[config.mk]
export PLATFORM = sky130hd
export DESIGN_NAME = dps_enc_arbiter_flat
export DESIGN_NICKNAME = d
export VERILOG_FILES = /design/src/rtl/dps_enc_arbiter_if.sv /design/src/rtl/dps_enc_arbiter.sv /design/src/flat_wrapper.sv
export SDC_FILE = /design/constraint.sdc
export NUM_CORES = 1
export LEC_CHECK = 0
export ABC_AREA = 1
export BUFFER_PORTS_ARGS = -buffer_cell sky130_fd_sc_hd__buf_2
export CORE_ASPECT_RATIO = 1.5
export CORE_MARGIN = 8
export CORE_UTILIZATION = 56
export DETAILED_ROUTE_END_ITERATION = 8
export GPL_TIMING_DRIVEN = 1
export PLACE_DENSITY = 0.92
export SLEW_MARGIN = 10
export SYNTH_ARGS = -nofsm -noshare
export SYNTH_HDL_FRONTEND = slang
export SYNTH_SLANG_ARGS = --single-unit
[constraint.sdc]
create_clock -name clock -period 5.5 [get_ports clock]
set_clock_uncertainty 0.2 [all_clocks]
set_input_delay 0.275 -clock clock [delete_from_list [all_inputs] [get_ports clock]]
set_output_delay 0.275 -clock clock [all_outputs]
set_load 0.05 [all_outputs]
[src/rtl/dps_enc_arbiter_if.sv]
// Requester, encoder and code-output signals of the shared-encoder arbiter.
// The slave side is the arbiter; the master side is the surrounding logic.
interface dps_enc_arbiter_if #(
   parameter int unsigned NREQ = 4,
   parameter int unsigned DLEN = 29,
   parameter int unsigned CLEN = 42,
   parameter int unsigned IDW  = 2
);
   logic [NREQ-1:0]      req_valid;
   logic [NREQ*DLEN-1:0] req_data;
   logic [NREQ-1:0]      req_ready;
   logic [DLEN-1:0]      enc_datain;
   logic [CLEN-1:0]      enc_codein;
   logic                 code_valid;
   logic [CLEN-1:0]      code_data;
   logic [IDW-1:0]       code_id;
   logic                 code_ready;
   logic                 busy;

   modport master (
      output req_valid, req_data, enc_codein, code_ready,
      input  req_ready, enc_datain, code_valid, code_data, code_id, busy
   );

   modport slave (
      input  req_valid, req_data, enc_codein, code_ready,
      output req_ready, enc_datain, code_valid, code_data, code_id, busy
   );
endinterface

[src/rtl/dps_enc_arbiter.sv]
// Round-robin sharing of one external registered encoder between NREQ requesters,
// with id tagging through the encoder latency and a credit-guarded show-ahead output FIFO.
module dps_enc_arbiter #(
   parameter int unsigned NREQ    = 4,
   parameter int unsigned DLEN    = 29,
   parameter int unsigned CLEN    = 42,
   parameter int unsigned ENC_LAT = 1,
   parameter int unsigned ODEPTH  = 4,
   parameter int unsigned IDW     = 2
) (
   input  logic              clock,
   input  logic              rst_n,
   dps_enc_arbiter_if.slave  bus
);
   localparam int unsigned AW = $clog2(ODEPTH);
   localparam int unsigned PW = AW + 1;
   localparam int unsigned CW = $clog2(ODEPTH + 1);
   localparam int unsigned NS = ENC_LAT + 1;
   localparam int unsigned EW = IDW + CLEN;

   logic [IDW-1:0]          ptr_q, ptr_d;
   logic [CW-1:0]           credits_q, credits_d;
   logic [DLEN-1:0]         enc_q, enc_d;
   logic [NS-1:0]           pv_q, pv_d;
   logic [NS-1:0][IDW-1:0]  pid_q, pid_d;
   logic [PW-1:0]           wptr_q, wptr_d, rptr_q, rptr_d;
   logic [EW-1:0]           mem [ODEPTH];
   logic                    ov_q, ov_d;
   logic [CLEN-1:0]         od_q, od_d;
   logic [IDW-1:0]          oid_q, oid_d;
   logic                    busy_q, busy_d;

   logic [NREQ-1:0]         grant;
   logic [IDW-1:0]          gidx, sidx;
   logic [DLEN-1:0]         gdata;
   logic                    found, issue, pop, wr, out_free, mem_empty, mem_full, mem_we;
   int unsigned             scan;

   // Round-robin scan from ptr; reset and exhausted credits both suppress the grant.
   always_comb begin
      grant = '0;
      gidx  = '0;
      sidx  = '0;
      found = 1'b0;
      scan  = 0;
      for (int unsigned k = 0; k < NREQ; k++) begin
         scan = 32'(ptr_q) + k;
         if (scan >= NREQ) scan = scan - NREQ;
         sidx = IDW'(scan);
         if (!found && bus.req_valid[sidx]) begin
            found = 1'b1;
            gidx  = sidx;
         end
      end
      if (found && rst_n && (credits_q != '0)) grant[gidx] = 1'b1;
   end

   always_comb begin
      gdata = '0;
      for (int unsigned i = 0; i < NREQ; i++)
         if (gidx == IDW'(i)) gdata = bus.req_data[i*DLEN +: DLEN];
   end

   assign issue     = |grant;
   assign pop       = ov_q & bus.code_ready;
   assign out_free  = ~ov_q | pop;
   assign wr        = pv_q[NS-1];
   assign mem_empty = (wptr_q == rptr_q);
   assign mem_full  = (wptr_q[PW-1] != rptr_q[PW-1]) && (wptr_q[PW-2:0] == rptr_q[PW-2:0]);

   always_comb begin
      ptr_d     = ptr_q;
      enc_d     = enc_q;
      credits_d = credits_q - CW'(issue) + CW'(pop);
      pv_d      = '0;
      pid_d     = '0;
      wptr_d    = wptr_q;
      rptr_d    = rptr_q;
      ov_d      = ov_q;
      od_d      = od_q;
      oid_d     = oid_q;
      mem_we    = 1'b0;

      if (issue) begin
         ptr_d = ((32'(gidx) + 1) >= NREQ) ? '0 : gidx + IDW'(1);
         enc_d = gdata;
      end

      // Stage 0 lines up with enc_datain; the tail lines up with enc_codein.
      pv_d[0]  = issue;
      pid_d[0] = gidx;
      for (int unsigned s = 1; s < NS; s++) begin
         pv_d[s]  = pv_q[s-1];
         pid_d[s] = pid_q[s-1];
      end

      // Output register refills from the FIFO, or straight from the encoder when empty.
      if (out_free) begin
         if (!mem_empty) begin
            ov_d          = 1'b1;
            {oid_d, od_d} = mem[rptr_q[AW-1:0]];
            rptr_d        = rptr_q + PW'(1);
         end else if (wr) begin
            ov_d  = 1'b1;
            od_d  = bus.enc_codein;
            oid_d = pid_q[NS-1];
         end else begin
            ov_d  = 1'b0;
         end
      end

      if (wr && !(out_free && mem_empty) && !mem_full) begin
         mem_we = 1'b1;
         wptr_d = wptr_q + PW'(1);
      end

      busy_d = (|pv_d) | (wptr_d != rptr_d) | ov_d;
   end

   always_ff @(posedge clock or negedge rst_n) begin
      if (!rst_n) begin
         ptr_q     <= '0;
         credits_q <= CW'(ODEPTH);
         enc_q     <= '0;
         pv_q      <= '0;
         pid_q     <= '0;
         wptr_q    <= '0;
         rptr_q    <= '0;
         ov_q      <= 1'b0;
         od_q      <= '0;
         oid_q     <= '0;
         busy_q    <= 1'b0;
      end else begin
         ptr_q     <= ptr_d;
         credits_q <= credits_d;
         enc_q     <= enc_d;
         pv_q      <= pv_d;
         pid_q     <= pid_d;
         wptr_q    <= wptr_d;
         rptr_q    <= rptr_d;
         ov_q      <= ov_d;
         od_q      <= od_d;
         oid_q     <= oid_d;
         busy_q    <= busy_d;
      end
   end

   // Storage array needs no reset: only entries between rptr and wptr are ever read.
   always_ff @(posedge clock) begin
      if (mem_we) mem[wptr_q[AW-1:0]] <= {pid_q[NS-1], bus.enc_codein};
   end

   assign bus.req_ready  = grant;
   assign bus.enc_datain = enc_q;
   assign bus.code_valid = ov_q;
   assign bus.code_data  = od_q;
   assign bus.code_id    = oid_q;
   assign bus.busy       = busy_q;
endmodule

[src/flat_wrapper.sv]
// flat-port wrapper written by rule: the top's interface ports become plain ports
module dps_enc_arbiter_flat 
#(
   parameter int unsigned NREQ    = 4,
   parameter int unsigned DLEN    = 29,
   parameter int unsigned CLEN    = 42,
   parameter int unsigned ENC_LAT = 1,
   parameter int unsigned ODEPTH  = 4,
   parameter int unsigned IDW     = 2
)
  (clock, rst_n, bus_req_valid, bus_req_data, bus_enc_codein, bus_code_ready, bus_req_ready, bus_enc_datain, bus_code_valid, bus_code_data, bus_code_id, bus_busy);
  dps_enc_arbiter_if #(.NREQ(NREQ), .DLEN(DLEN), .CLEN(CLEN), .IDW(IDW)) bus_i ();
  input  logic clock;
  input  logic rst_n;
  input wire logic [$bits(bus_i.req_valid)-1:0] bus_req_valid;
  input wire logic [$bits(bus_i.req_data)-1:0] bus_req_data;
  input wire logic [$bits(bus_i.enc_codein)-1:0] bus_enc_codein;
  input wire logic [$bits(bus_i.code_ready)-1:0] bus_code_ready;
  output wire logic [$bits(bus_i.req_ready)-1:0] bus_req_ready;
  output wire logic [$bits(bus_i.enc_datain)-1:0] bus_enc_datain;
  output wire logic [$bits(bus_i.code_valid)-1:0] bus_code_valid;
  output wire logic [$bits(bus_i.code_data)-1:0] bus_code_data;
  output wire logic [$bits(bus_i.code_id)-1:0] bus_code_id;
  output wire logic [$bits(bus_i.busy)-1:0] bus_busy;
  assign bus_i.req_valid = bus_req_valid;
  assign bus_i.req_data = bus_req_data;
  assign bus_i.enc_codein = bus_enc_codein;
  assign bus_i.code_ready = bus_code_ready;
  assign bus_req_ready = bus_i.req_ready;
  assign bus_enc_datain = bus_i.enc_datain;
  assign bus_code_valid = bus_i.code_valid;
  assign bus_code_data = bus_i.code_data;
  assign bus_code_id = bus_i.code_id;
  assign bus_busy = bus_i.busy;
  dps_enc_arbiter #(.NREQ(NREQ), .DLEN(DLEN), .CLEN(CLEN), .ENC_LAT(ENC_LAT), .ODEPTH(ODEPTH), .IDW(IDW)) u_core (.clock(clock), .rst_n(rst_n), .bus(bus_i));
endmodule
After elaboration in Yosys (flattened, before gate mapping)
Memory sizes are Yosys's and may differ from the RTL's.
Cells that the tools add are included.
{"block": "totals", "regBits": 92, "latch_bits": 0, "ramBits": 176, "mem_bits_ro": 0, "input_bits": 165, "output_inout_bits": 79, "wordCells": 111, "mem_count": 1}
{"name": "u_core.mem", "depth": 4, "width": 44, "rd": 1, "rd_clocked_by_memory_dff": 0, "wr": 1, "line": "dps_enc_arbiter.sv:27", "rtl": "logic [EW-1:0] mem [ODEPTH];"}
{"block": "op_classes", "addsub": 13, "multipliers": 0, "n_div": 0, "n_lt_le_gt_ge": 11, "eq_ne": 8, "shifts": 0, "muxes": 41, "bitwise_logic": 5, "n_reduce_logical": 20}
{"cell": "two-way mux 29 bit", "count": 4}
{"cell": "two-way mux 42 bit", "count": 2}
{"cell": "greater-or-equal comparator 32 x 3 -> 1 bit, second input constant", "count": 1}
{"cell": "two-way mux 2 bit", "count": 11}
{"cell": "less-than comparator 2 x 3 -> 1 bit, second input constant", "count": 5}
{"cell": "two-way mux 1 bit", "count": 15}
{"cell": "logical AND 1 bit", "count": 10}
{"cell": "greater-or-equal comparator 3 bit, second input constant", "count": 3}
{"cell": "two-way mux 3 bit", "count": 3}
{"cell": "binary-select mux 1 bit (select 2 bit)", "count": 4}
{"cell": "subtractor 2 x 1 -> 2 bit, second input constant", "count": 4}
{"cell": "adder 2 x 1 -> 3 bit, second input constant", "count": 2}
{"cell": "adder 2 x 2 -> 3 bit, second input constant", "count": 2}
{"cell": "adder 3 x 1 -> 3 bit, second input constant", "count": 2}
{"cell": "logical NOT 1 bit", "count": 5}
{"cell": "OR reduction 5 bit", "count": 1}
{"cell": "equality test 2 bit, second input constant", "count": 2}
{"cell": "two-way mux 4 bit", "count": 1}
{"cell": "OR reduction 4 bit", "count": 1}
{"cell": "adder 3 x 1 -> 3 bit", "count": 1}
{"cell": "equality test 3 bit", "count": 1}
{"cell": "greater-or-equal comparator 2 x 3 -> 1 bit, second input constant", "count": 1}
{"cell": "!= test 3 bit", "count": 1}
{"cell": "bitwise OR 1 bit", "count": 3}
{"cell": "other kinds (13)", "count": 13}

Logic depth before layout (Yosys ltp)
{"block": "logic_depth", "ltp_word": 22, "ltp_mapped": 20, "depth_no_buf": 19}

Worst setup path before layout
Ideal clock, no wire load.
{"block": "synth_timing", "path_type": "reg-to-reg", "start": "register u_core.ov_q (netlist: u_core.bus.code_valid)", "end": "memory u_core.mem[3][0] (netlist name) (enable)", "setup_time_ns": 0.448, "arrival_time_ns": 3.024, "t_required_ns": 4.852, "setup_slack_ns": 1.827, "path_stages_with_launch": 7, "cell_sequence": "dfrtp_1 inv_1 nor2_1 nand2_1 nand3_1 nand2_1 nor2_1"}
{"block": "synth_between", "elab_chain_len": 9}
{"item": "from (decl)", "line": "dps_enc_arbiter.sv:28", "rtl": "logic ov_q, ov_d;"}
{"item": "from (signal assigned)", "line": "dps_enc_arbiter.sv:141", "rtl": "ov_q <= ov_d;"}
{"item": "AND 1 bit / NOT 1 bit (equally long branches)", "line": "dps_enc_arbiter.sv:65, dps_enc_arbiter.sv:66"}
{"item": "bitwise OR 1 bit (*)", "line": "dps_enc_arbiter.sv:66", "rtl": "assign out_free = ~ov_q | pop;"}
{"item": "logical AND 1 bit (*)", "line": "dps_enc_arbiter.sv:112", "rtl": "if (wr && !(out_free && mem_empty) && !mem_full) begin"}
{"item": "logical NOT 1 bit (*)", "line": "dps_enc_arbiter.sv:112"}
{"item": "logical AND 1 bit (*) (2 in a row)", "line": "dps_enc_arbiter.sv:112"}
{"item": "two-way mux 1 bit (*)", "line": "dps_enc_arbiter.sv:112"}
{"item": "two-way mux 1 bit (*)", "line": "dps_enc_arbiter.sv:150", "rtl": "if (mem_we) mem[wptr_q[AW-1:0]] <= {pid_q[NS-1], bus.enc_codein};"}
{"item": "two-way mux 1 bit (implied by the code) (*)", "line": "dps_enc_arbiter.sv:150"}
{"item": "to (decl)", "line": "dps_enc_arbiter.sv:27"}
Mark *: on every way between the ends. The rest lies on a longest branch, timed or not.

Worst setup path in the final report
{"block": "layout_timing", "start": "register u_core.ptr_q[0]", "end": "register u_core.enc_q[11] (netlist: u_core.bus.enc_datain[11])"}
{"block": "layout_between", "elab_chain_len": 20}
{"item": "from (decl)", "line": "dps_enc_arbiter.sv:21", "rtl": "logic [IDW-1:0] ptr_q, ptr_d;"}
{"item": "from (signal assigned)", "line": "dps_enc_arbiter.sv:134", "rtl": "ptr_q <= ptr_d;"}
{"item": "parallel branches: the longest is 13 deep, another holds adder 2 x 1 -> 3 bit"}
{"item": "two-way mux 2 bit (*)", "line": "dps_enc_arbiter.sv:50", "rtl": "if (!found && bus.req_valid[sidx]) begin"}
{"item": "via u_core.gidx[0]", "line": "dps_enc_arbiter.sv:34", "rtl": "logic [IDW-1:0] gidx, sidx;"}
{"item": "less-than comparator 2 x 3 -> 1 bit (implied by the code) / greater-or-equal comparator 2 x 1 -> 1 bit (equally long branches)", "line": "dps_enc_arbiter.sv:55", "rtl": "if (found && rst_n && (credits_q != '0)) grant[gidx] = 1'b1;"}
{"item": "logical AND 1 bit (implied by the code)", "line": "dps_enc_arbiter.sv:55"}
{"item": "two-way mux 1 bit (implied by the code)", "line": "dps_enc_arbiter.sv:55"}
{"item": "demux 1 bit (select 2 bit)"}
{"item": "two-way mux 4 bit", "line": "dps_enc_arbiter.sv:55"}
{"item": "OR reduction 4 bit", "line": "dps_enc_arbiter.sv:64", "rtl": "assign issue = |grant;"}
{"item": "to (signal assigned)", "line": "dps_enc_arbiter.sv:136", "rtl": "enc_q <= enc_d;"}
{"item": "to (decl)", "line": "dps_enc_arbiter.sv:23", "rtl": "logic [DLEN-1:0] enc_q, enc_d;"}
Mark *: on every way through the listed nets, which the timed path passes. The select of a mux whose other input is x is not followed.
A chain may end at the register's enable or synchronous reset.

==> metrics.csv <==
metric,value,unit
pre_cts_ws,1420,ps
routed_wl,36.6,mm
relSlewSlack,0.368,
clk_pin_slew,70,ps
drv_slew,0,
max_clock_freq,223,MHz
cts_inserted_buffers,23,
grt_antenna_before_repair,1,
routabilityCongestion,0.913,
synth_area_leaders,"edfxtp_1 45%, dfrtp_1 19%, nand2_1 6.6%",
rsz0062_at_grt,false,
syn-num-nets,1326,
final_common_cell,buf_2,
port_buffers,243,
viasPerCell,6.22,
yosys.area.top_type,edfxtp_1,
syn_avg_cell_area,10.3,um^2
ys_seq_area_frac,0.642,
setup.worst_path.class,reg -> reg,
cts_setup_buffers,0,
synth_cell_types,32,
setup_tns,0,ps
grt_pass1_wl,57.4,mm
clock_latency,500,ps
drive_gt1_frac,0.220,
track_usage,0.274,
cp_max_fo,31,
yosys_warnings,0,
hp-class,in -> reg,
die_area,26100,um^2
dp_hpwl,21.3,mm
fp.dieH,194,um
first_pass_iters,7,
grt_pass1_vias,11100,
end_kind,flop,
fin_util,0.708,
final_nets,1615,
status,"complete, no violations",
final.min_clock_period,4490,ps
placedInstanceArea,13200,um^2
die_x,135,um
remaining_drc_errors,0,
finalHoldViolations,0,
final_cell_mix,"242 x buf_2, 208 x nand2_1, 176 x edfxtp_1, 143 x o21ai_0, 140 x nor2_1",
initial_utilization,0.566,
setup_viol,0,
drt-wirelength-per-cell,21.2,um
postCtsResizedCells,0,
num_rows,65,
start_kind,flop,
cts_buffer_depth,3,
finalWorstSetupSlack,1010,ps
critPathRequiredTime,5750,ps
vias,10700,
area_growth_syn_to_layout,25.1,%
grt_max_degree,91,
syn_inst,1149,
ctsHtreeMaxLevel,1,
stdcell_area,14800,um^2
ioPinCount,244,
cts_sinks,268,
clockRootBuffer,clkbuf_16,
postRouteAntennaNets,0,
grt_overflow,0,
core_area,20900,um^2
synth_area,11800,um^2
cts_tree,done,
max-cap-violations,0,
synth_top_area_frac,0.447,
crit_arrival,4740,ps
tightest_slew,948,ps
fin_crit_sh,0.816,
drtIter0Drc,1217,
synth-seq-cells,268,
final timing paths:
check,cells past startpoint,from,slack (ps),to
setup / recovery,19,u_core.ptr_q[0],1010,u_core.bus.enc_datain[11]
hold / removal,5,bus_req_data[73],7,u_core.bus.enc_datain[15]
setup reg to reg,19,u_core.ptr_q[0],1010,u_core.bus.enc_datain[11]
hold reg to reg,0,u_core.pid_d[2],170,u_core.pid_q[2]
max in group asynchronous,3,rst_n,3830,u_core.rptr_q[0]
min in group asynchronous,2,rst_n,110,u_core.bus.code_data[38]
layout make-up:
| cell class | count | area, um^2 |
|---|---|---|
| fill | 1348 | 6110 |
| clock buffer | 27 | 591 |
| tap | 268 | 335 |
| timing repair buffer | 348 | 2220 |
| inverter | 34 | 128 |
| multi-input combinational | 763 | 3810 |
| clock inverter | 14 | 118 |
| sequential | 268 | 7590 |
| antenna | 1 | 2.50 |
flip-flops by register name, summed over array words and instances (netlist names):
signal                 flops
u_core.pid_d               2
u_core.ptr_q               2
u_core.credits_q           3
u_core.bus.code_id         2
u_core.wptr_q              3
u_core.bus.code_valid      1
u_core.bus.enc_datain     29
u_core.pid_q               2
u_core.rptr_q              3
u_core.pv_q                2
u_core.mem               176
u_core.bus.code_data      42
u_core.bus.busy            1
critical path: stages (launching register included):
cell	delay [ps]
dfrtp_1	550
inv_2	150
nand2_1	90
nand2_1	130
nand2_1	100
nand2_1	90
nor2_2	160
nand3_2	140
nand3_1	180
inv_1	100
ha_1	180
buf_4	230
inv_1	700
nand3_1	160
nand2_1	120
o21ai_0	120
o21ai_0	250
dlygate4sd3_1	590
nand2_1	50
nand2_1	90
through the flow:
| step | cells | hold slack (ps) |
|---|---|---|
| floorplan | 1149 | -221 |
| global placement | 1594 | 125 |
| detailed placement | 1594 | 117 |
| CTS | 1722 | 1.29 |
| global route | 1723 | 50.0 |
| finish | 1723 | 7.30 |
metal layers:
metal | wire, um | part of all wire | GRT usage
met1 | 11800 | 0.32 | 0.302
met2 | 18600 | 0.51 | 0.480
met3 | 4270 | 0.12 | 0.0596
met4 | 1830 | 0.050 | 0.144
met5 | 0 | 0 | 0
synthesized netlist by cell type:
library cell	number
inv_2	7
xnor2_2	1
ha_1	11
buf_2	15
fa_1	1
xnor2_4	2
buf_1	4
o21ai_2	1
a31oi_1	44
o21ai_0	143
a21oi_1	30
nand3_1	71
nor2_1	144
nand2_2	1
inv_1	27
clkbuf_1	63
xnor2_1	4
nand3_4	1
nand3_2	1
o31a_1	1
o22ai_1	44
o211ai_2	2
nand4_1	44
buf_6	2
o21ai_1	5
edfxtp_1	176
nand2_1	208
dfrtp_1	91
nor2_2	1
xor2_1	2
nor3_1	1
dfstp_2	1
kinds of logic after synthesis:
kind of cell | Yosys count | share of synthesized area
xor gates and xnor gates | 9 | 0.0105
adders and majority gates | 12 | 0.0133
buffers and inverters | 118 | 0.0403
and+or+nand+nor | 472 | 0.169
DFF | 268 | 0.642
AOI/OAI and AO/OA | 270 | 0.125
what timing repair did:
item,in CTS,in global routing
hold buffers,87,0
hold endpoints to repair,280,0
setup endpoints to repair,0,0
Power is not shown: default switching activity piles up to over one toggle a cycle in this logic, so the estimate is an artifact.
